### config.mk
export PLATFORM = sky130hd
export DESIGN_NAME = dll_tap_ctrl
export DESIGN_NICKNAME = d
export VERILOG_FILES = /design/src/rtl/dll_pkg.sv /design/src/rtl/dll_tap_ctrl_vote.sv /design/src/rtl/dll_tap_ctrl.sv
export SDC_FILE = /design/constraint.sdc
export NUM_CORES = 1
export LEC_CHECK = 0
export ABC_AREA = 1
export BUFFER_PORTS_ARGS = -buffer_cell sky130_fd_sc_hd__buf_2
export CAP_MARGIN = 0
export CORE_MARGIN = 2
export CORE_UTILIZATION = 50
export DETAILED_ROUTE_END_ITERATION = 12
export HOLD_SLACK_MARGIN = 0.05
export PLACE_DENSITY_LB_ADDON = 0.1
export SETUP_SLACK_MARGIN = 0.2
export SLEW_MARGIN = 10
export SYNTH_ARGS = -nofsm -noshare
export SYNTH_HDL_FRONTEND = slang
export SYNTH_SLANG_ARGS = --single-unit
### constraint.sdc
create_clock -name clk -period 6.8 [get_ports clk]
set_input_delay 0.68 -clock clk [delete_from_list [all_inputs] [get_ports clk]]
set_output_delay 0.68 -clock clk [all_outputs]
set_load 0.01 [all_outputs]
### src/rtl/dll_pkg.sv
// Shared types and defaults for the DLL tap controller.
// Also provides a constant-evaluable clog2 helper used to size counters.
package dll_pkg;

   typedef enum logic [1:0] {
      IDLE   = 2'd0,
      SETTLE = 2'd1,
      VOTE   = 2'd2,
      DECIDE = 2'd3
   } dll_state_t;

   localparam int unsigned DEF_N_TAPS     = 10;
   localparam int unsigned DEF_TAP_W      = 4;
   localparam int unsigned DEF_INIT_TAP   = 5;
   localparam int unsigned DEF_SETTLE_CYC = 8;
   localparam int unsigned DEF_WIN_CYC    = 16;
   localparam int unsigned DEF_DEADBAND   = 2;
   localparam int unsigned DEF_LOCK_WINS  = 4;

   function automatic int unsigned clog2(input int unsigned v);
      int unsigned r;
      r = 0;
      for (int i = 0; i < 32; i++) begin
         if ((64'd1 << i) < 64'(v)) r = unsigned'(i + 1);
      end
      return r;
   endfunction

endpackage

### src/rtl/dll_tap_ctrl_vote.sv
// Vote window for the DLL tap controller: a WIN_CYC-cycle window counter plus
// up/dn vote tallies. Counters hold their value while disabled and clear on clr.
module dll_vote_window
   import dll_pkg::*;
#(
   parameter int unsigned WIN_CYC = DEF_WIN_CYC,
   parameter int unsigned CW      = clog2(WIN_CYC + 1)
) (
   input  logic          clk,
   input  logic          rst_n,
   input  logic          clr,
   input  logic          en,
   input  logic          pd_up,
   input  logic          pd_dn,
   output logic          window_done,
   output logic [CW-1:0] up_cnt,
   output logic [CW-1:0] dn_cnt
);

   localparam logic [CW-1:0] WIN_LAST = CW'(WIN_CYC - 1);

   logic [CW-1:0] win_cnt;

   // Done on the last enabled cycle, so that cycle's vote is still tallied.
   assign window_done = en && (win_cnt == WIN_LAST);

   always_ff @(posedge clk or negedge rst_n) begin
      if (!rst_n) begin
         win_cnt <= '0;
         up_cnt  <= '0;
         dn_cnt  <= '0;
      end else if (clr) begin
         win_cnt <= '0;
         up_cnt  <= '0;
         dn_cnt  <= '0;
      end else if (en) begin
         win_cnt <= window_done ? '0 : win_cnt + CW'(1);
         if (pd_up && !pd_dn) up_cnt <= up_cnt + CW'(1);
         if (pd_dn && !pd_up) dn_cnt <= dn_cnt + CW'(1);
      end
   end

endmodule

### src/rtl/dll_tap_ctrl.sv
// Closed-loop delay-chain tap controller: settle, vote, decide, step the tap.
// Optional manual tap override is compiled in with `define DLL_TAP_OVERRIDE_EN.
module dll_tap_ctrl
   import dll_pkg::*;
#(
   parameter int unsigned N_TAPS     = DEF_N_TAPS,
   parameter int unsigned TAP_W      = DEF_TAP_W,
   parameter int unsigned INIT_TAP   = DEF_INIT_TAP,
   parameter int unsigned SETTLE_CYC = DEF_SETTLE_CYC,
   parameter int unsigned WIN_CYC    = DEF_WIN_CYC,
   parameter int unsigned DEADBAND   = DEF_DEADBAND,
   parameter int unsigned LOCK_WINS  = DEF_LOCK_WINS
) (
   input  logic             clk,
   input  logic             rst_n,
   input  logic             cal_start,
   input  logic             pd_up,
   input  logic             pd_dn,
`ifdef DLL_TAP_OVERRIDE_EN
   input  logic             tap_ovr_en,
   input  logic [TAP_W-1:0] tap_ovr_val,
`endif
   output logic [TAP_W-1:0] tap_sel,
   output logic             locked,
   output logic             busy,
   output logic             sat_err,
   output dll_state_t       state_dbg
);

   localparam int unsigned CW = clog2(WIN_CYC + 1);
   localparam int unsigned SW = clog2(SETTLE_CYC + 1);
   localparam int unsigned LW = clog2(LOCK_WINS + 1);

   localparam logic [TAP_W-1:0] TAP_MAX     = TAP_W'(N_TAPS - 1);
   localparam logic [TAP_W-1:0] TAP_INIT    = TAP_W'(INIT_TAP);
   localparam logic [SW-1:0]    SETTLE_LAST = SW'(SETTLE_CYC - 1);
   localparam logic [LW-1:0]    LOCK_FULL   = LW'(LOCK_WINS);
   localparam logic [CW:0]      DB          = (CW + 1)'(DEADBAND);

   dll_state_t       state, state_nxt;
   logic [TAP_W-1:0] tap_nxt;
   logic             locked_nxt, sat_nxt;
   logic [LW-1:0]    lock_cnt, lock_cnt_nxt;
   logic [SW-1:0]    settle_cnt, settle_nxt;

   logic          window_done;
   logic [CW-1:0] up_cnt, dn_cnt;
   logic          vote_clr, vote_en;
   logic          want_up, want_dn;

   // Tallies are held through DECIDE and cleared as it exits.
   assign vote_clr = cal_start || (state != VOTE);
   assign vote_en  = (state == VOTE) && !cal_start;
   assign want_up  = {1'b0, up_cnt} > ({1'b0, dn_cnt} + DB);
   assign want_dn  = {1'b0, dn_cnt} > ({1'b0, up_cnt} + DB);
   assign state_dbg = state;

   dll_vote_window #(
      .WIN_CYC (WIN_CYC),
      .CW      (CW)
   ) u_vote (
      .clk         (clk),
      .rst_n       (rst_n),
      .clr         (vote_clr),
      .en          (vote_en),
      .pd_up       (pd_up),
      .pd_dn       (pd_dn),
      .window_done (window_done),
      .up_cnt      (up_cnt),
      .dn_cnt      (dn_cnt)
   );

   always_comb begin
      state_nxt    = state;
      tap_nxt      = tap_sel;
      locked_nxt   = locked;
      sat_nxt      = sat_err;
      lock_cnt_nxt = lock_cnt;
      settle_nxt   = settle_cnt;
      if (cal_start) begin
         state_nxt    = SETTLE;
         tap_nxt      = TAP_INIT;
         locked_nxt   = 1'b0;
         sat_nxt      = 1'b0;
         lock_cnt_nxt = '0;
         settle_nxt   = '0;
      end else begin
         case (state)
            IDLE: ;
            SETTLE: begin
               if (settle_cnt == SETTLE_LAST) begin
                  state_nxt  = VOTE;
                  settle_nxt = '0;
               end else begin
                  settle_nxt = settle_cnt + SW'(1);
               end
            end
            VOTE: if (window_done) state_nxt = DECIDE;
            DECIDE: begin
               state_nxt = VOTE;
               if (want_up || want_dn) begin
                  lock_cnt_nxt = '0;
                  locked_nxt   = 1'b0;
                  // A step past either end of the chain is flagged, not taken.
                  if (want_up && tap_sel < TAP_MAX) begin
                     tap_nxt   = tap_sel + TAP_W'(1);
                     state_nxt = SETTLE;
                  end else if (want_dn && tap_sel != '0) begin
                     tap_nxt   = tap_sel - TAP_W'(1);
                     state_nxt = SETTLE;
                  end else begin
                     sat_nxt = 1'b1;
                  end
               end else begin
                  if (lock_cnt < LOCK_FULL) lock_cnt_nxt = lock_cnt + LW'(1);
                  if (lock_cnt_nxt == LOCK_FULL) locked_nxt = 1'b1;
               end
            end
            default: state_nxt = IDLE;
         endcase
      end
`ifdef DLL_TAP_OVERRIDE_EN
      if (tap_ovr_en) begin
         state_nxt    = IDLE;
         tap_nxt      = (tap_ovr_val > TAP_MAX) ? TAP_MAX : tap_ovr_val;
         locked_nxt   = 1'b0;
         lock_cnt_nxt = '0;
         settle_nxt   = '0;
      end
`endif
   end

   always_ff @(posedge clk or negedge rst_n) begin
      if (!rst_n) begin
         state      <= IDLE;
         tap_sel    <= TAP_INIT;
         locked     <= 1'b0;
         busy       <= 1'b0;
         sat_err    <= 1'b0;
         lock_cnt   <= '0;
         settle_cnt <= '0;
      end else begin
         state      <= state_nxt;
         tap_sel    <= tap_nxt;
         locked     <= locked_nxt;
         busy       <= (state_nxt != IDLE);
         sat_err    <= sat_nxt;
         lock_cnt   <= lock_cnt_nxt;
         settle_cnt <= settle_nxt;
      end
   end

endmodule
==> results of run 1 <==
registers in the layout, indices dropped and copies added (netlist names):
| register | count |
|---|---|
| u_vote.dn_cnt | 5 |
| u_vote.up_cnt | 5 |
| lock_cnt | 3 |
| locked | 1 |
| busy | 1 |
| u_vote.win_cnt | 5 |
| tap_sel | 4 |
| state_dbg | 2 |
| sat_err | 1 |
| settle_cnt | 4 |
cells by family after synthesis:
| family | count (synthesis) |
|---|---|
| AOI/OAI and AO/OA | 32 |
| xor gates and xnor gates | 8 |
| adders and majority gates | 19 |
| buffers and inverters | 40 |
| DFF | 31 |
| muxes | 1 |
| and+or+nand+nor | 113 |
through the flow:
stage | utilization | total power, µW
2_1_floorplan | - | 253
3_3_place_gp | 0.557 | 271
3_5_place_dp | 0.557 | 272
4_1_cts | 0.580 | 420
5_1_grt | 0.580 | 440
6_report | 0.580 | 414
layer usage:
layer,global-route usage,up-vias,routed length (µm)
met4,0.0612,0,52
met1,0.259,675,1870
met2,0.299,13,1490
met3,0.0507,7,87
li1,-,822,-
met5,0,-,0
cells in the mapped netlist:
| cell type | instances | share of area |
|---|---|---|
| mux2_2 | 1 | 0.0058 |
| buf_4 | 1 | 0.0039 |
| nor3_4 | 1 | 0.0083 |
| dfstp_2 | 2 | 0.027 |
| xnor2_1 | 4 | 0.018 |
| nor3_2 | 2 | 0.010 |
| nand2_2 | 2 | 0.0064 |
| o21ai_0 | 11 | 0.028 |
| or2_1 | 1 | 0.0032 |
| nand4_1 | 1 | 0.0032 |
| a31oi_1 | 3 | 0.0096 |
| nor3_1 | 5 | 0.013 |
| inv_4 | 1 | 0.0032 |
| and3_1 | 1 | 0.0032 |
| nor2_1 | 23 | 0.044 |
| fa_1 | 1 | 0.010 |
| or2_2 | 1 | 0.0032 |
| dfrtp_1 | 29 | 0.37 |
| nand2_4 | 1 | 0.0058 |
| ha_1 | 18 | 0.12 |
| nand3_1 | 18 | 0.046 |
| inv_1 | 37 | 0.071 |
| o21ai_1 | 4 | 0.010 |
| nand3_2 | 4 | 0.021 |
| a21oi_1 | 14 | 0.036 |
| nand2_1 | 53 | 0.10 |
| inv_2 | 1 | 0.0019 |
| xor2_1 | 4 | 0.018 |
final timing paths:
| kind | from | endpoint | slack (ns) | cells past startpoint |
|---|---|---|---|---|
| min in group clk | u_vote.win_cnt[0] | u_vote.win_cnt[0] | 0.47 | 1 |
| max in group asynchronous | rst_n | u_vote.up_cnt[2] | 5.91 | 1 |
| worst max-delay path | u_vote.dn_cnt[1] | tap_sel[3] | 4.08 | 17 |
| worst max register to register | u_vote.dn_cnt[1] | tap_sel[3] | 4.08 | 17 |
| worst min-delay path | rst_n | u_vote.up_cnt[1] | 0.44 | 1 |
| worst min register to register | u_vote.win_cnt[0] | u_vote.win_cnt[0] | 0.47 | 1 |
placed cells by master (no fill, tap or decap), drive strengths merged, types with 2 or more instances in the layout:
cell type and instances:
dfrtp 29, nor3 8, ha 18, nand2 56, clkbuf 6, or2 2, a21oi 14, buf 13
nand3 22, xor2 4, o21ai 15, dfstp 2, inv 39, nor2 23, a31oi 3, xnor2 4
worst max-delay path, cell delays in order, from the launching register on:
cell and delay, ns:
dfrtp_1 0.43, ha_1 0.28, xnor2_1 0.15, ha_1 0.30, nand2_1 0.05, nor2_1 0.11, nand3_1 0.10, nand2_2 0.11
nand3_2 0.14, ha_1 0.36, nand2_1 0.07, nand2_1 0.05, a31oi_1 0.20, inv_1 0.06, nand3_1 0.08, nand2_1 0.05
nand2_1 0.05, nand2_1 0.04
layout make-up:
cell class / instances / area, µm² / area share
clock buffer: 6 / 82.6 / 0.0383
inverter: 39 / 149 / 0.0691
tap: 48 / 60.1 / 0.0279
clock inverter: 1 / 5.00 / 0.00232
timing repair buffer: 13 / 65.1 / 0.0302
sequential: 31 / 778 / 0.361
multi-input combinational: 173 / 1020 / 0.471
power groups by stage:
stage | sequential, µW | clock, µW | combinational (µW)
6_report | 209 | 146 | 58.6
5_1_grt | 211 | 159 | 69.7
2_1_floorplan | 213 | 0 | 40.6
3_3_place_gp | 212 | 0 | 58.6
4_1_cts | 209 | 151 | 59.8
3_5_place_dp | 212 | 0 | 59.7
==> metrics.txt, run 1 <==
status=completed; CTS Hold Bufs=0; Max VDD drop=0.000136 V; Synth Instances=244; CTS Sinks=31; data required time of the critical path=6.98 ns; Max Cap Viol=0; Final Cycle Share=0.399; nets=287; Starting Density=0.525; unrepaired setup endpoints after global routing=no; DP Worst Slack=4.08 ns; clock latency on the worst-skew pair=0.28 ns; Seq/Total Area, Yosys=0.399; Synth Area in Compound Gates=0.0840; all-layer global routing usage=0.192; largest family of logic cells by synthesized area=simple AND/OR/NAND/NOR gates; clock tree buffer depth=2; P_sw=113 µW; H-tree depth=2; first-pass GRT wire length=6340 µm; Worst EP arrival=2.89 ns; layout cells sized above 1=0.137; setup bufs post-CTS=0; Post-Synth Adder-Cell Area=0.126; Ports=14; synthesized net count=268; Final Critical Period=2.72 ns; vias in the first global route=1497; CP endpoint kind=register; Synth Register Bits=31; xor/xnor share of the synthesized area=0.0359; Die Ht=66.5 µm; mux contribution to synthesized area=0.00577; drt drc=0; CTS tree=yes; Hold Crit Class=input port to async pin; Die W=66.5 µm; library cells used by synthesis=28; via/cell ratio=4.88; Initial DRC Count=75; power per standard cell area=192 nW/µm²; CTS resizes=0; fin area=2160 µm²; dpl cells=304; core box area=3720 µm²; worst hold slack=0.443 ns; Leak=0.00109 µW; area delta synth->final=10.5%; initial antenna violation count=0; average wire per standard cell=11.2 µm; final worst setup slack=4.08 ns; Crit Path Category=register to register; endpoints failing setup=0; cell at the root of the clock tree=clkbuf_8; cell area after synthesis=1950 µm²; final hold vios=0; clock network fraction of total power=0.354; # diodes=0; area of placed instances=2070 µm²; Post-Route WL=3490 µm; drt pass-1 iters=4; post-route clock skew=0.00427 ns; fill count=357; worst slew pin tran=0.701 ns; vias post-DR=1517; HPWL Detailed=2680 µm; Rel. slew slack=0.533; pin count of the biggest net entering global routing=32; number of CTS-inserted buffers=5; Overflow after GRT=0; Final ANT Viol Nets=0; Final Max Tran Viols=0; Post-Synth Simple-Gate Area=0.269; Worst Path Max Fanout=6; Clock transition at path regs=0.06 ns; power share of the combinational group=0.142; die area=4420 µm²; Core Rows=22; Finished Layout Cells=311; fmax=368 MHz; setup tns final=0 ns; crit start category=register; sequential power share=0.505; I/O Buffers=13; Switching Fraction=0.272; Synthesis Warnings=0; RePlAce Congestion=0.814; Avg Inst Size Synth=7.99 µm²; Internal=301 µW
(Power assumes the default switching activity.)
==> run 2, diff against run 1 <==
clock period = 2.25 ns   (was 6.8 ns; I/O delays follow)
==> metrics.txt, run 2 (synthesis results as in run 1) <==
drt pass-1 iters=4; Crit path depth=17; clock latency on the worst-skew pair=0.29 ns; # diodes=0; Starting Density=0.525; Final Max Tran Viols=0; Max VDD drop=0.000401 V; average wire per standard cell=11.6 µm; Worst Path Max Fanout=4; commonest non-fill, non-tap cell in the layout=nand2_1; vias post-DR=1628; worst-path cell chain=ha_4 -> xnor2_1 -> ha_1 -> nand2_1 -> nor2_2 -> nand3_2 -> nand2_2 -> nand3_4 -> ha_4 -> nand2_2 -> nand2_2 -> a31oi_4 -> inv_1 -> nand3_1 -> nand2_1 -> nand2_1 -> nand2_1; CTS tree=yes; vias in the first global route=1520; Max Cap Viol=0; via/cell ratio=4.96; power per standard cell area=551 nW/µm²; crit-path most repeated cell=nand2_1; I/O Buffers=13; post-route clock skew=0.00884 ns; drt drc=0; die area=4420 µm²; CP endpoint=tap_sel[3]; initial antenna violation count=0; Die Ht=66.5 µm; commonest cells after routing, fill and taps aside=nand2_1, inv_1, dfrtp_1; pin count of the biggest net entering global routing=32; area of the multi-input gates=1130 µm²; clock tree buffer depth=2; Ports=14; failing checks=setup timing; Rel. slew slack=0.527; Core Rows=22; unrepaired setup endpoints after global routing=yes; number of CTS-inserted buffers=5; endpoints failing setup=2; area of placed instances=2190 µm²; Overflow after GRT=0; data required time of the critical path=2.43 ns; status=complete, but fails checks; Critical-path top delay cell=dfrtp_2; fill count=331; setup tns final=-0.307 ns; Leak=0.00118 µW; Crit Path Category=register to register; DP Worst Slack=-0.125 ns; Initial DRC Count=59; all-layer global routing usage=0.206; buffers plus inverters on the worst setup path=1; Final ANT Viol Nets=0; Post-Route WL=3820 µm; first-pass GRT wire length=6710 µm; Final Critical Period=2.41 ns; Final Cycle Share=1.07; reg2reg end=tap_sel[3]; launch point of the worst path=u_vote.dn_cnt[1]; Top Registers=u_vote.dn_cnt: 5 flops, u_vote.up_cnt: 5 flops, u_vote.win_cnt: 5 flops; layout cells sized above 1=0.243; worst slew pin tran=0.710 ns; core box area=3720 µm²; H-tree depth=2; CTS Sinks=31; final worst setup slack=-0.159 ns; worst-case reg-to-reg path depth=17; fmax=415 MHz; final hold vios=0; nets=303; RePlAce Congestion=0.750; HPWL Detailed=2760 µm; Reg2Reg Setup Slack=-0.16 ns; Hold Crit Class=input port to register; reg-to-reg startpoint=u_vote.dn_cnt[1]; Clock transition at path regs=0.07 ns; Worst EP arrival=2.59 ns; crit start category=register; area delta synth->final=23.5%; Die W=66.5 µm; fin area=2410 µm²; slowest stage delay, CP=0.44 ns; kind of cell adding the most delay to the critical path=simple AND/OR/NAND/NOR gates; CP endpoint kind=register; cell at the root of the clock tree=clkbuf_8; Seq. cell area=781 µm²; worst hold slack=0.244 ns
==> run 2: layout make-up <==
type / instances / share of cell area
Multi-Input combinational cell: 173 / 0.468
Tap cell: 48 / 0.0249
Sequential cell: 31 / 0.324
Inverter: 39 / 0.0618
Timing Repair Buffer: 29 / 0.0795
Clock buffer: 8 / 0.0416
==> run 2: metal layers <==
| layer | share of wire | global-route usage |
|---|---|---|
| met1 | 0.49 | 0.286 |
| met2 | 0.46 | 0.311 |
| met3 | 0.030 | 0.0456 |
| met4 | 0.018 | 0.0842 |
| met5 | 0 | 0 |
==> run 2: per-stage QoR <==
stage                      util  cells  power, µW
final                     0.648    328       1330
after CTS                 0.637    328       1330
after floorplan               -    244        770
after global placement    0.590    316        829
after global routing      0.648    328       1400
after detailed placement  0.590    316        832
==> run 2: report_power, final <==
group	switching, µW	total [µW]	internal [µW]
Sequential	37.9	635	598
Combinational	116	208	91.3
Clock	204	483	279
==> run 2: worst min-delay path, cell delays in order <==
cell     delay, ns
buf_2         0.09
nor2_1        0.06
nand2_1       0.06
a21oi_1       0.06
==> run 2: what timing repair did <==
action                     4_1_cts  5_1_grt
hold endpoints to repair        29        0
hold buffers                     1        0
setup buffers                    3        0
setup endpoints to repair        8       11
gates resized for setup          9       11
pin swaps                        6        8
==> run 2: how the worst min path moves through the flow <==
| stage | endpoint | slack (ns) | start | cells after the start |
|---|---|---|---|---|
| after global routing | u_vote.dn_cnt[1] | 0.28 | pd_up | 4 |
| final | u_vote.dn_cnt[1] | 0.24 | pd_up | 4 |
| after detailed placement | u_vote.win_cnt[2] | 0.31 | rst_n | 1 |
| after CTS | u_vote.dn_cnt[1] | 0.25 | pd_up | 4 |
| after floorplan | busy | -0.07 | rst_n | 0 |
| after global placement | u_vote.win_cnt[2] | 0.32 | rst_n | 1 |
